<file path="src/rtl/mdu_issue_if.sv">
// rtl/mdu_issue_if.sv - EX/MDU handshake bundle for the mdu_issue stage
interface mdu_issue_if;
    logic        ex_valid;
    logic [3:0]  ex_mdop;
    logic [31:0] ex_rs;
    logic [31:0] ex_rt;
    logic        exc_cancel;
    logic        mdu_busy;
    logic        mdu_start;
    logic [2:0]  mdu_op;
    logic [31:0] mdu_a;
    logic [31:0] mdu_b;
    logic        mdu_sel;
    logic        stall_ex;

    modport master (
        output ex_valid, ex_mdop, ex_rs, ex_rt, exc_cancel, mdu_busy,
        input  mdu_start, mdu_op, mdu_a, mdu_b, mdu_sel, stall_ex
    );

    modport slave (
        input  ex_valid, ex_mdop, ex_rs, ex_rt, exc_cancel, mdu_busy,
        output mdu_start, mdu_op, mdu_a, mdu_b, mdu_sel, stall_ex
    );
endinterface

</file>
<file path="src/rtl/mdu_issue.sv">
// rtl/mdu_issue.sv - HI/LO issue and interlock stage between EX and the multiply/divide unit
module mdu_issue #(
    parameter int MULT_LAT = 5,
    parameter int DIV_LAT  = 10
) (
    input logic        clk,
    input logic        rst,
    mdu_issue_if.slave bus
);
    typedef enum logic [1:0] {IDLE, ISSUE, WAIT} state_t;

    localparam logic [3:0] MULT_CNT = 4'(MULT_LAT);
    localparam logic [3:0] DIV_CNT  = 4'(DIV_LAT);

    state_t      state, state_nxt;
    logic [3:0]  cnt, cnt_nxt;
    logic [2:0]  op_q;
    logic [31:0] a_q, b_q;
    logic        md_req, occupied, accept, issuing;

    always_comb begin
        md_req   = bus.ex_valid && (bus.ex_mdop >= 4'd1) && (bus.ex_mdop <= 4'd8);
        occupied = (state != IDLE) || bus.mdu_busy || (cnt != 4'd0);
        accept   = md_req && !occupied && !bus.exc_cancel && (bus.ex_mdop <= 4'd6);
        issuing  = (state == ISSUE) && !bus.exc_cancel;
    end

    always_comb begin
        state_nxt = state;
        cnt_nxt   = cnt;
        case (state)
            IDLE: begin
                if (accept) state_nxt = ISSUE;
            end
            ISSUE: begin
                if (bus.exc_cancel) begin
                    state_nxt = IDLE;
                    cnt_nxt   = 4'd0;
                end else if (op_q <= 3'd2) begin
                    state_nxt = WAIT;
                    cnt_nxt   = MULT_CNT;
                end else if (op_q <= 3'd4) begin
                    state_nxt = WAIT;
                    cnt_nxt   = DIV_CNT;
                end else begin
                    state_nxt = IDLE;
                end
            end
            WAIT: begin
                // Leave as the count reaches zero so EX is released in that same cycle.
                if (cnt != 4'd0) cnt_nxt = cnt - 4'd1;
                if ((cnt_nxt == 4'd0) && !bus.mdu_busy) state_nxt = IDLE;
            end
            default: begin
                state_nxt = IDLE;
                cnt_nxt   = 4'd0;
            end
        endcase
    end

    always_ff @(posedge clk or negedge rst) begin
        if (!rst) begin
            state <= IDLE;
            cnt   <= 4'd0;
            op_q  <= 3'd0;
            a_q   <= 32'd0;
            b_q   <= 32'd0;
        end else begin
            state <= state_nxt;
            cnt   <= cnt_nxt;
            if (accept) begin
                op_q <= bus.ex_mdop[2:0];
                a_q  <= bus.ex_rs;
                b_q  <= bus.ex_rt;
            end
        end
    end

    always_comb begin
        bus.mdu_op    = issuing ? op_q : 3'd0;
        bus.mdu_start = issuing && (op_q <= 3'd4);
        bus.mdu_a     = a_q;
        bus.mdu_b     = b_q;
        bus.mdu_sel   = (bus.ex_mdop == 4'd8);
        bus.stall_ex  = md_req && occupied;
    end
endmodule

</file>
<file path="src/flat_wrapper.sv">
// flat-port wrapper written by rule: the top's interface ports become plain ports
module mdu_issue_flat 
#(
    parameter int MULT_LAT = 5,
    parameter int DIV_LAT  = 10
)
  (clk, rst, bus_ex_valid, bus_ex_mdop, bus_ex_rs, bus_ex_rt, bus_exc_cancel, bus_mdu_busy, bus_mdu_start, bus_mdu_op, bus_mdu_a, bus_mdu_b, bus_mdu_sel, bus_stall_ex);
  mdu_issue_if bus_i ();
  input logic clk;
  input logic rst;
  input wire logic [$bits(bus_i.ex_valid)-1:0] bus_ex_valid;
  input wire logic [$bits(bus_i.ex_mdop)-1:0] bus_ex_mdop;
  input wire logic [$bits(bus_i.ex_rs)-1:0] bus_ex_rs;
  input wire logic [$bits(bus_i.ex_rt)-1:0] bus_ex_rt;
  input wire logic [$bits(bus_i.exc_cancel)-1:0] bus_exc_cancel;
  input wire logic [$bits(bus_i.mdu_busy)-1:0] bus_mdu_busy;
  output wire logic [$bits(bus_i.mdu_start)-1:0] bus_mdu_start;
  output wire logic [$bits(bus_i.mdu_op)-1:0] bus_mdu_op;
  output wire logic [$bits(bus_i.mdu_a)-1:0] bus_mdu_a;
  output wire logic [$bits(bus_i.mdu_b)-1:0] bus_mdu_b;
  output wire logic [$bits(bus_i.mdu_sel)-1:0] bus_mdu_sel;
  output wire logic [$bits(bus_i.stall_ex)-1:0] bus_stall_ex;
  assign bus_i.ex_valid = bus_ex_valid;
  assign bus_i.ex_mdop = bus_ex_mdop;
  assign bus_i.ex_rs = bus_ex_rs;
  assign bus_i.ex_rt = bus_ex_rt;
  assign bus_i.exc_cancel = bus_exc_cancel;
  assign bus_i.mdu_busy = bus_mdu_busy;
  assign bus_mdu_start = bus_i.mdu_start;
  assign bus_mdu_op = bus_i.mdu_op;
  assign bus_mdu_a = bus_i.mdu_a;
  assign bus_mdu_b = bus_i.mdu_b;
  assign bus_mdu_sel = bus_i.mdu_sel;
  assign bus_stall_ex = bus_i.stall_ex;
  mdu_issue #(.MULT_LAT(MULT_LAT), .DIV_LAT(DIV_LAT)) u_core (.clk(clk), .rst(rst), .bus(bus_i));
endmodule
</file>
<file path="config.mk">
export PLATFORM = sky130hd
export DESIGN_NAME = mdu_issue_flat
export DESIGN_NICKNAME = d
export VERILOG_FILES = /design/src/rtl/mdu_issue_if.sv /design/src/rtl/mdu_issue.sv /design/src/flat_wrapper.sv
export SDC_FILE = /design/constraint.sdc
export NUM_CORES = 1
export LEC_CHECK = 0
export BUFFER_PORTS_ARGS = -buffer_cell sky130_fd_sc_hd__buf_2
export CELL_PAD_IN_SITES_DETAIL_PLACEMENT = 1
export CELL_PAD_IN_SITES_GLOBAL_PLACEMENT = 1
export CORE_MARGIN = 10
export CORE_UTILIZATION = 35
export DETAILED_ROUTE_END_ITERATION = 16
export PLACE_DENSITY = 0.88
export SETUP_SLACK_MARGIN = 0.02
export SYNTH_ARGS = -nofsm -noshare
export SYNTH_HDL_FRONTEND = slang
export SYNTH_SLANG_ARGS = --single-unit
</file>
<file path="constraint.sdc">
create_clock -name clk -period 2.7 [get_ports clk]
set_input_delay 0.81 -clock clk [delete_from_list [all_inputs] [get_ports clk]]
set_output_delay 0.81 -clock clk [all_outputs]
set_load 0.1 [all_outputs]
</file>
==> out/results.ini <==
[status]
outcome=complete, no violations

[synth]
mappedNetlistArea_mm2=0.00305
synth.distinct_cells=31
synth_area_per_cell_um2=14.6
yosysWarnings=0
synth-seq-area-share=0.599
ys_seq_elements=73
synth_cells=209
synth_fp_nets=287

[floorplan]
die_h_um=113
rows=33
die_width_um=113
design.core.area_mm2=0.00834
start_util=0.366
pin_count=143
dieArea_mm2=0.0128

[timing]
final.period_utilization=0.955
fin_tns_setup_ns=0
hold_viol_final=0
drv_slew=0
fmax_mhz=388
rsz0062_at_grt=false
worstMarginPinSlew_ns=0.513
fin_skew_ns=0.00763
finalCriticalPeriod_ns=2.58
setup_violations=0
max_slew_margin=0.661

[worst_setup_path]
critPathLaunchType=flip-flop
r2r_start=u_core.cnt[0]$_DFFE_PN0P_
end_kind=output pin
crit_type=reg -> out
worstSetupStartpoint=u_core.cnt[0]$_DFFE_PN0P_
required_ns=1.89
critPathMaxFanout=4
cp.arrival_ns=1.77

[cells_and_area]
layout.nets=441
fillers=901
mostFrequentLayoutCells=136 x buf_2, 73 x dfrtp_1, 69 x mux2_1
num_antenna_cells=0
area_growth_pct=40.7
drive_gt1_frac=0.470
final_common_cell=buf_2

[run]
drv_cap=0

[clocking]
cts.sinks=73
cts-root-buf=clkbuf_8
postCtsHoldBufs=0
worstSkewPairLatency_ns=0.33
cts_max_level=3
numCtsBuffers=9
clock_path_buffers=2
cts_tree=built
clkTransAtPathRegs_ns=0.08

[route]
drc=0
routed_wirelength_mm=8.68
vias_per_cell=4.81
wl_per_cell_um=18.4
ant_nets=0
vias=2276
drt_iter0_markers=32
first_pass_iters=4

[global_routing]
grt-ovfl-total=0
grt_max_degree=74
grt_pass1_wl_mm=14.0
grt_pass1_vias=2676
antenna_found_initial=0
grt_usage=0.134

[hold_path]
min_from=u_core.bus.mdu_b[22]$_DFFE_PN0P_
min_path_type=reg -> reg

[placed_design]
portBuffers=142
dp.final_hpwl_mm=7.06
place.gp.congestion=0.808

cells by family (layout without fill, tap and decap cells):
group | after synthesis | in the layout | share of synthesized area
muxes | 69 | 69 | 0.255
buffers and inverters | 12 | 171 | 0.0246
AOI/OAI and AO/OA | 19 | 19 | 0.0447
adders and majority gates | 5 | 5 | 0.0205
and+or+nand+nor | 31 | 31 | 0.0562
DFF | 73 | 73 | 0.599
sequential cells by signal, summed over array words and instances (netlist names):
name	cells
u_core.state	2
u_core.bus.mdu_a	32
u_core.op_q	3
u_core.cnt	4
u_core.bus.mdu_b	32
synthesized netlist by cell type (all sizes together):
| cell | number | area share |
|---|---|---|
| inv | 5 | 0.0062 |
| a21oi | 1 | 0.0016 |
| o41a | 1 | 0.0037 |
| o22ai | 1 | 0.0021 |
| o21ai | 8 | 0.013 |
| a31oi | 1 | 0.0021 |
| and2 | 4 | 0.0082 |
| nand3b | 1 | 0.0025 |
| mux2 | 69 | 0.25 |
| nor3 | 3 | 0.0066 |
| dfrtp | 73 | 0.60 |
| o21a | 1 | 0.0025 |
| nand2 | 6 | 0.0074 |
| nor2 | 6 | 0.0074 |
| a2111oi | 1 | 0.0049 |
| a22o | 1 | 0.0029 |
| a21o | 1 | 0.0025 |
| nand4b | 1 | 0.0029 |
| nor3b | 1 | 0.0041 |
| o211a | 1 | 0.0033 |
| nand3 | 3 | 0.0049 |
| a32o | 1 | 0.0033 |
| nor2b | 1 | 0.0021 |
| ha | 5 | 0.021 |
| buf | 7 | 0.018 |
| nand2b | 5 | 0.010 |
| a32oi | 1 | 0.0029 |
timing repair:
| item | 4_1_cts | 5_1_grt |
|---|---|---|
| gates cloned | 0 | 0 |
| buffers inserted | 2 | 2 |
| setup endpoints to repair | 1 | 4 |
| gates resized for setup | 1 | 3 |
| hold endpoints to repair | 0 | 0 |
| pin swaps | 1 | 1 |
area by class of cell:
type	count	area, um^2	area share
Clock inverter	5	104	0.0242
Clock buffer	11	131	0.0306
Tap cell	105	131	0.0306
Timing Repair Buffer	150	898	0.209
Inverter	5	18.8	0.00437
Multi-Input combinational cell	124	1180	0.275
Sequential cell	73	1830	0.426
routing by layer:
layer	wire (um)	global-route usage	vias to the layer above
met1	3420	0.144	1123
met4	125	0.0423	0
met2	4370	0.235	94
li1	-	-	1047
met3	765	0.0539	12
met5	0	0	-
path summary, 6_finish.rpt:
path                                                     to  slack (ns)  cells past startpoint
max in group asynchronous  u_core.bus.mdu_a[22]$_DFFE_PN0P_        1.89                      2
min in group asynchronous  u_core.bus.mdu_b[23]$_DFFE_PN0P_        0.50                      2
setup / recovery                               bus_stall_ex        0.12                      6
setup reg to reg           u_core.bus.mdu_b[12]$_DFFE_PN0P_        0.26                      9
hold reg to reg            u_core.bus.mdu_b[22]$_DFFE_PN0P_        0.49                      1
hold / removal             u_core.bus.mdu_b[22]$_DFFE_PN0P_        0.49                      1
through the flow:
stage               hold WS, ns  worst slack, ns  cells  cell area (um^2)  utilization
global route              0.511          0.00594    473              4290        0.515
detailed placement        0.471           0.0610    453              4010        0.481
finish                    0.486            0.120    473              4290        0.515
floorplan                 0.485           -0.261    209              3060            -
CTS                       0.489           0.0638    471              4270        0.512
global placement          0.461           0.0963    453              4010        0.481
worst max-delay path: stages, from the launching register on:
cell	delay, ns
dfrtp_1	0.40
inv_1	0.12
ha_2	0.22
nor3b_4	0.22
nand3b_1	0.14
o211a_4	0.17
buf_12	0.16
Power is not shown: default switching activity piles up to over one toggle a cycle in this logic, so the estimate is an artifact.
